===== src/rtl/morse_sequencer.sv =====
// Morse playback engine: buffers packed Morse words in a small FIFO and
// replays them as timed short/long tone strobes with hardware spacing.
module morse_sequencer #(
    parameter int unsigned SYMBOLS      = 5,
    parameter int unsigned DEPTH        = 4,
    parameter int unsigned UNIT_CYCLES  = 12500000,
    parameter int unsigned DOT_UNITS    = 1,
    parameter int unsigned DASH_UNITS   = 3,
    parameter int unsigned GAP_UNITS    = 1,
    parameter int unsigned LETTER_UNITS = 3,
    parameter int unsigned WORD_UNITS   = 7
) (
    input  logic                 clk,
    input  logic                 reset,
    input  logic                 load,
    input  logic [2*SYMBOLS-1:0] morse,
    input  logic                 abort,
    output logic                 short,
    output logic                 long,
    output logic                 audio_enable,
    output logic                 busy,
    output logic                 full,
    output logic                 empty,
    output logic                 overflow
);

    localparam int unsigned W   = 2 * SYMBOLS;
    localparam int unsigned PW  = $clog2(DEPTH);
    localparam int unsigned IW  = $clog2(SYMBOLS + 1);
    localparam int unsigned M1  = (DOT_UNITS > DASH_UNITS) ? DOT_UNITS : DASH_UNITS;
    localparam int unsigned M2  = (GAP_UNITS > LETTER_UNITS) ? GAP_UNITS : LETTER_UNITS;
    localparam int unsigned M3  = (M1 > M2) ? M1 : M2;
    localparam int unsigned MAXN = (M3 > WORD_UNITS) ? M3 : WORD_UNITS;
    localparam int unsigned CW  = $clog2(MAXN * UNIT_CYCLES + 1);

    localparam logic [CW-1:0] DOT_LD    = CW'(DOT_UNITS * UNIT_CYCLES - 1);
    localparam logic [CW-1:0] DASH_LD   = CW'(DASH_UNITS * UNIT_CYCLES - 1);
    localparam logic [CW-1:0] GAP_LD    = CW'(GAP_UNITS * UNIT_CYCLES - 1);
    localparam logic [CW-1:0] LETTER_LD = CW'(LETTER_UNITS * UNIT_CYCLES - 1);
    localparam logic [CW-1:0] WORD_LD   = CW'(WORD_UNITS * UNIT_CYCLES - 1);
    localparam logic [PW:0]   FULL_CNT  = (PW + 1)'(DEPTH);
    localparam logic [IW-1:0] LAST_IDX  = IW'(SYMBOLS - 1);

    typedef enum logic [2:0] {
        IDLE,
        TONE,
        GAP,
        LGAP,
        WGAP
    } state_e;

    state_e        state_q, state_d;
    logic [CW-1:0] cnt_q, cnt_d;
    logic [W-1:0]  sh_q, sh_d;
    logic [IW-1:0] idx_q, idx_d;
    logic          short_q, short_d;
    logic          long_q, long_d;
    logic          audio_q, audio_d;
    logic          ovf_q, ovf_d;
    logic [PW-1:0] rd_ptr_q, rd_ptr_d;
    logic [PW-1:0] wr_ptr_q, wr_ptr_d;
    logic [PW:0]   count_q, count_d;
    logic [W-1:0]  mem_q [DEPTH];

    logic          pop;
    logic          push;
    logic          done;
    logic [W-1:0]  head;
    logic [W-1:0]  sh_nxt;

    function automatic logic code_ok(input logic [1:0] c);
        return (c == 2'b01) || (c == 2'b10);
    endfunction

    assign full   = (count_q == FULL_CNT);
    assign empty  = (count_q == '0);
    assign head   = mem_q[rd_ptr_q];
    assign sh_nxt = sh_q >> 2;
    assign done   = (cnt_q == '0);

    // A full FIFO still accepts a load when a pop frees a slot that cycle.
    assign pop  = (state_q == IDLE) && !empty && !abort;
    assign push = load && !abort && (!full || pop);

    always_comb begin
        ovf_d    = load && !abort && full && !pop;
        rd_ptr_d = rd_ptr_q;
        wr_ptr_d = wr_ptr_q;
        count_d  = count_q;
        if (pop) begin
            rd_ptr_d = rd_ptr_q + PW'(1);
        end
        if (push) begin
            wr_ptr_d = wr_ptr_q + PW'(1);
        end
        unique case ({push, pop})
            2'b10:   count_d = count_q + (PW + 1)'(1);
            2'b01:   count_d = count_q - (PW + 1)'(1);
            default: count_d = count_q;
        endcase
        if (abort) begin
            rd_ptr_d = '0;
            wr_ptr_d = '0;
            count_d  = '0;
        end
    end

    always_comb begin
        state_d = state_q;
        cnt_d   = cnt_q;
        sh_d    = sh_q;
        idx_d   = idx_q;
        short_d = short_q;
        long_d  = long_q;
        unique case (state_q)
            IDLE: begin
                if (pop) begin
                    sh_d  = head;
                    idx_d = '0;
                    if (code_ok(head[1:0])) begin
                        state_d = TONE;
                        cnt_d   = (head[1:0] == 2'b01) ? DOT_LD : DASH_LD;
                        short_d = (head[1:0] == 2'b01);
                        long_d  = (head[1:0] == 2'b10);
                    end else begin
                        state_d = WGAP;
                        cnt_d   = WORD_LD;
                    end
                end
            end
            TONE: begin
                if (done) begin
                    sh_d    = sh_nxt;
                    idx_d   = idx_q + IW'(1);
                    short_d = 1'b0;
                    long_d  = 1'b0;
                    if (idx_q < LAST_IDX && code_ok(sh_nxt[1:0])) begin
                        state_d = GAP;
                        cnt_d   = GAP_LD;
                    end else begin
                        state_d = LGAP;
                        cnt_d   = LETTER_LD;
                    end
                end else begin
                    cnt_d = cnt_q - CW'(1);
                end
            end
            GAP: begin
                if (done) begin
                    state_d = TONE;
                    cnt_d   = (sh_q[1:0] == 2'b01) ? DOT_LD : DASH_LD;
                    short_d = (sh_q[1:0] == 2'b01);
                    long_d  = (sh_q[1:0] == 2'b10);
                end else begin
                    cnt_d = cnt_q - CW'(1);
                end
            end
            LGAP, WGAP: begin
                if (done) begin
                    state_d = IDLE;
                end else begin
                    cnt_d = cnt_q - CW'(1);
                end
            end
            default: begin
                state_d = IDLE;
                short_d = 1'b0;
                long_d  = 1'b0;
            end
        endcase
        if (abort) begin
            state_d = IDLE;
            cnt_d   = '0;
            sh_d    = '0;
            idx_d   = '0;
            short_d = 1'b0;
            long_d  = 1'b0;
        end
        audio_d = short_d | long_d;
    end

    always_ff @(posedge clk or negedge reset) begin
        if (!reset) begin
            state_q  <= IDLE;
            cnt_q    <= '0;
            sh_q     <= '0;
            idx_q    <= '0;
            short_q  <= 1'b0;
            long_q   <= 1'b0;
            audio_q  <= 1'b0;
            ovf_q    <= 1'b0;
            rd_ptr_q <= '0;
            wr_ptr_q <= '0;
            count_q  <= '0;
        end else begin
            state_q  <= state_d;
            cnt_q    <= cnt_d;
            sh_q     <= sh_d;
            idx_q    <= idx_d;
            short_q  <= short_d;
            long_q   <= long_d;
            audio_q  <= audio_d;
            ovf_q    <= ovf_d;
            rd_ptr_q <= rd_ptr_d;
            wr_ptr_q <= wr_ptr_d;
            count_q  <= count_d;
        end
    end

    // Storage needs no reset: count_q gates every read.
    always_ff @(posedge clk) begin
        if (push) begin
            mem_q[wr_ptr_q] <= morse;
        end
    end

    assign short        = short_q;
    assign long         = long_q;
    assign audio_enable = audio_q;
    assign busy         = (state_q != IDLE);
    assign overflow     = ovf_q;

endmodule


===== config.mk =====
export PLATFORM = sky130hd
export DESIGN_NAME = morse_sequencer
export DESIGN_NICKNAME = d
export VERILOG_FILES = /design/src/rtl/morse_sequencer.sv
export SDC_FILE = /design/constraint.sdc
export NUM_CORES = 1
export LEC_CHECK = 0
export CAP_MARGIN = 0
export CORE_UTILIZATION = 43
export DETAILED_ROUTE_END_ITERATION = 10
export SYNTH_ARGS = -nofsm -noshare
export SYNTH_HDL_FRONTEND = slang
export SYNTH_SLANG_ARGS = --single-unit

===== constraint.sdc =====
create_clock -name clk -period 2.3 [get_ports clk]
set_input_delay 0.46 -clock clk [delete_from_list [all_inputs] [get_ports clk]]
set_output_delay 0.46 -clock clk [all_outputs]
set_load 0.01 [all_outputs]

Word level (Yosys, flattened, before mapping):

Memories as Yosys holds them, arrays and structs flattened.
Cells that the tools add are included.

* flip-flop bits (word level): 54
* bits in writable memories: 40
* word-level logic and storage cells: 111
* memories: 1

Memories
* mem_q: words 4, width 10, read ports 1, clocked after memory_dff 0, wr ports 1, line 63 `logic [W-1:0] mem_q [DEPTH];`

* add/sub/neg operators: 6
* magnitude comparators: 1
* equal/unequal tests: 18
* muxes and demuxes: 46
* bitwise operators: 1
* reduce and logical (&&, ||, !) cells: 27

Operators by type and width (number)
* $mux 27: 6
* $pmux 27 s4: 1
* $mux 26: 3
* $mux 10: 3
* $mux 3: 10
* $logic_not 27->1: 1
* $sub 27x1->27 const B: 1
* $pmux 10 s2: 1
* $ne 3x3->1 const B: 5
* $mux 1: 13
* $pmux 3 s2: 2
* $pmux 3 s4: 1
* $reduce_bool 3->1: 3
* $eq 2x1->1 const B: 4
* $eq 2x2->1 const B: 4
* $mux 2: 4
* $pmux 1 s4: 2
* $logic_and 1x1->1: 7
* $add 3x1->3 const B: 2
* $eq 3x2->1 const B: 2
* $eq 3x3->1 const B: 2
* $logic_not 3->1: 2
* $reduce_and 3->1: 2
* $reduce_bool 5->1: 1
* 10 further kinds: 17

Longest topological paths before layout:

* depth after elaboration: 9
* gate-level depth with buffers: 9

Worst setup path after synthesis:

Ideal clock, no wire load.

* path type: register -> register
* start: register cnt_q[0]
* end: register cnt_q[22]
* library setup time: 0.074 ns
* arrival: 2.288 ns
* required time: 2.226 ns
* setup slack: -0.062 ns
* cell stages (with the launch flop): 9
* path buffers: 0
* cells stage by stage: dfrtp_1 inv_1 ha_1 or3b_2 or3_4 or4_4 nor3_2 a21oi_1 o21ai_2

* cells in the longest elaborated chain, start to end: 4
* elaborated cells on any way between the ends: 9
* those cells by class: add/sub (1); eq/ne (1); mux (5); reduce/logical (2)

RTL lines
* from (decl): line 53 `logic [CW-1:0] cnt_q, cnt_d;`
* from (signal assigned): line 197 `cnt_q <= cnt_d;`
* $sub 27x1->27 or $logic_not 27->1 (tied branches)
* $mux 27, on equally long branches: line 159, 132, 149
* $pmux 27 s4: line 115 `unique case (state_q)`
* $mux 27: line 171 `if (abort) begin`

Parallel ways exist; a longest one is shown, timed or not. The select of a mux whose other input is x is not followed.
A chain may end at the register's enable or synchronous reset.

Final worst setup path:

* start: register cnt_q[11]
* end: register cnt_q[23]

Same word-level chain as after synthesis.

==> impl_metrics.py <==
metrics = {
    "setup_path": {
        "crit_path_max_incr_delay_ns": 0.58,
        "endpoint_kind": "register",
        "crit_family": "simple AND/OR/NAND/NOR gates",
        "cp.required_ns": 2.54,
        "cp_slowest_cell": "or4_4",
        "worstSetupStartpointType": "register",
        "path_cells": "nor4_2 > buf_4 > nand2_1 > or4_4 > o211ai_4 > o41ai_2 > a22o_1",
        "path_buf_inv": 1,
        "worstPathArrival_ns": 2.55,
        "critPathMaxFanout": 6,
        "crit_type": "register to register",
    },
    "power_and_ir_drop": {
        "power_per_cell_area_nw_per_um2": 1320,
        "ir_drop_uv": 769,
        "power_leakage_nw": 2.75,
    },
    "sta": {
        "setup_violations": 2,
        "fin_skew_ns": 0.00997,
        "rsz0062_at_grt": "true",
        "layout_setup_ws_ns": -0.00924,
        "fmax_mhz": 433,
        "relSlewSlack_pct": 63.3,
        "period_share_pct": 100,
        "fin_crit_ns": 2.31,
        "tightest_slew_ns": 0.550,
        "maxSlewViolCount": 0,
        "finalHoldViolCount": 0,
        "fin_hold_ws_ns": 0.0813,
    },
    "synthesis": {
        "async_flop_share_pct": 57.4,
        "synthAdderAreaFrac_pct": 3.53,
        "synth_area_um2": 5360,
        "ys_warn_count": 0,
        "synthXorXnorAreaFrac_pct": 2.61,
        "synthFlopType": "dfrtp_1",
        "synth_cell_types": 75,
        "synth_edf_count": 40,
        "syn_avg_cell_area_um2": 10.5,
        "ys_ff_latch": 94,
        "syn_nets": 535,
        "synth_compound_area_share_pct": 16.5,
        "synth.mux.area_fraction_pct": 6.30,
        "synth-simple-area-share_pct": 20.1,
        "yosysSeqAreaShare_pct": 47.6,
        "synth_cells": 509,
        "synth_top_family_by_area": "simple AND/OR/NAND/NOR gates",
    },
    "detailed_routing": {
        "vias_per_cell": 5.81,
        "routed_wl_um": 14700,
        "wl_per_cell_um": 18.8,
        "ant_nets": 0,
        "drtPass1Iterations": 5,
        "vias": 4548,
        "drtIter0Drc": 297,
        "drc_errors": 0,
    },
    "die": {
        "core_region_area_um2": 12100,
        "die_x_um": 114,
        "start_util_pct": 44.4,
        "die_y_um": 114,
        "rows": 40,
        "fp.dieArea_um2": 12900,
        "io_pins": 21,
    },
    "finish": {
        "stdcell_count": 783,
        "n_antenna_cell": 0,
        "drive_gt1_share_pct": 29.4,
        "nets": 636,
        "final_cell_mix": "buf_4, dfrtp_1, nand2_1",
        "final_core_util_pct": 56.8,
        "design_area_um2": 6850,
        "synthToLayoutAreaGrowth_pct": 27.9,
        "final_common_cell": "buf_4",
    },
    "global_route": {
        "grt_pass1_vias": 4553,
        "grt_pass1_wl_um": 23600,
        "antenna_found_initial": 0,
        "grt_start_max_net_pins": 34,
        "grt.overflow.total": 0,
        "grt.total_usage_pct": 24.0,
    },
    "status": {
        "violations": "setup timing",
        "status": "finished with violations",
    },
    "hold_path": {
        "min_path_type": "input port to async pin",
    },
    "cts": {
        "clk_path_buf_depth": 2,
        "cts.sinks": 94,
        "cts_tree": "done",
        "h-tree-depth": 3,
        "ctsHoldBuffers": 0,
        "clkTransAtPathRegs_ns": 0.07,
        "cts_root_buffer": "clkbuf_16",
        "clk_latency_ns": 0.36,
        "cts_buffers": 9,
    },
    "job": {
        "cap_viol_max_count": 0,
    },
    "place": {
        "hpwl_um": 10300,
        "dpl_cell_area_um2": 6330,
        "place_congestion": 0.932,
        "placed_cells": 756,
        "io_buffers": 20,
    },
}
-- stage by stage --
stage	power (mW)	TNS [ns]	setup WS, ns
6_report	9.01	-0.0167	-0.00924
3_3_place_gp	6.97	-0.0490	-0.0317
3_5_place_dp	7.06	-0.404	-0.117
2_1_floorplan	5.26	-0.0134	-0.0134
5_1_grt	9.56	-0.205	-0.0656
4_1_cts	8.65	0	0.0152
-- path summary, 6_finish.rpt --
check | endpoint | startpoint | slack (ns) | cells past startpoint
setup / recovery | cnt_q[23]$_DFFE_PN0P_ | cnt_q[11]$_DFFE_PN0P_ | -0.009 | 7
hold / removal | cnt_q[14]$_DFFE_PN0P_ | reset | 0.08 | 1
setup reg to reg | cnt_q[23]$_DFFE_PN0P_ | cnt_q[11]$_DFFE_PN0P_ | -0.009 | 7
hold reg to reg | sh_q[9]$_DFFE_PN0P_ | sh_q[9]$_DFFE_PN0P_ | 0.49 | 2
max in group asynchronous | state_q[0]$_DFFE_PN0P_ | reset | 1.63 | 2
min in group clk | sh_q[9]$_DFFE_PN0P_ | sh_q[9]$_DFFE_PN0P_ | 0.49 | 2
-- power by group --
part | total (mW) | internal, mW | switching (mW)
logic | 5.08 | 2.33 | 2.76
registers | 2.44 | 2.10 | 0.339
clock network | 1.49 | 0.766 | 0.727
total | 9.01 | 5.19 | 3.82
-- sequential cells by signal, indices dropped and copies added, names as in the netlist, 2 cells and up --
name / flops
cnt_q: 27
count_q: 3
wr_ptr_q: 2
state_q: 3
idx_q: 3
rd_ptr_q: 2
mem_q: 40
sh_q: 10
-- kinds of logic after synthesis --
family                     count (synthesis)
AOI/OAI and AO/OA                        124
xor gates and xnor gates                  16
adders and majority gates                 15
buffers and inverters                     38
DFF                                       94
muxes                                     21
and+or+nand+nor                          201
-- layer usage --
metal / global-route usage, % / share of wire, % / up-vias
met1: 30.5 / 42 / 2231
met4: 12.1 / 3.1 / 0
li1: - / - / 2124
met3: 5.21 / 5.1 / 35
met2: 38.7 / 49 / 158
met5: 0 / 0 / -
-- synth_stat cells, types with 10 or more instances --
| library cell | instances | area share [%] |
|---|---|---|
| dfrtp_1 | 54 | 25 |
| nand2_1 | 52 | 3.6 |
| nor2_1 | 49 | 3.4 |
| edfxtp_1 | 40 | 22 |
| a21oi_1 | 24 | 2.2 |
| o21ai_0 | 20 | 1.9 |
| clkbuf_1 | 15 | 1.1 |
| inv_1 | 13 | 0.91 |
| nand3_1 | 13 | 1.2 |
| nor3_1 | 13 | 1.2 |
| and2_1 | 11 | 1.3 |
| ha_1 | 11 | 2.6 |
| mux4_2 | 10 | 4.2 |
| xor2_1 | 10 | 1.6 |
-- timing repair --
action / in CTS / in global routing
setup buffers: 1 / 10
setup endpoints to repair: 9 / 35
gates resized for setup: 11 / 32
pin swaps: 2 / 10
-- final cells by class --
cell class / count / area, um2
Clock buffer: 9 / 225
Fill cell: 1045 / 5210
Timing Repair Buffer: 114 / 980
Tap cell: 168 / 210
Inverter: 14 / 52.6
Sequential cell: 94 / 2560
Clock inverter: 7 / 70.1
Multi-Input combinational cell: 377 / 2760
Note: power is estimated with default switching activity, not from simulation.
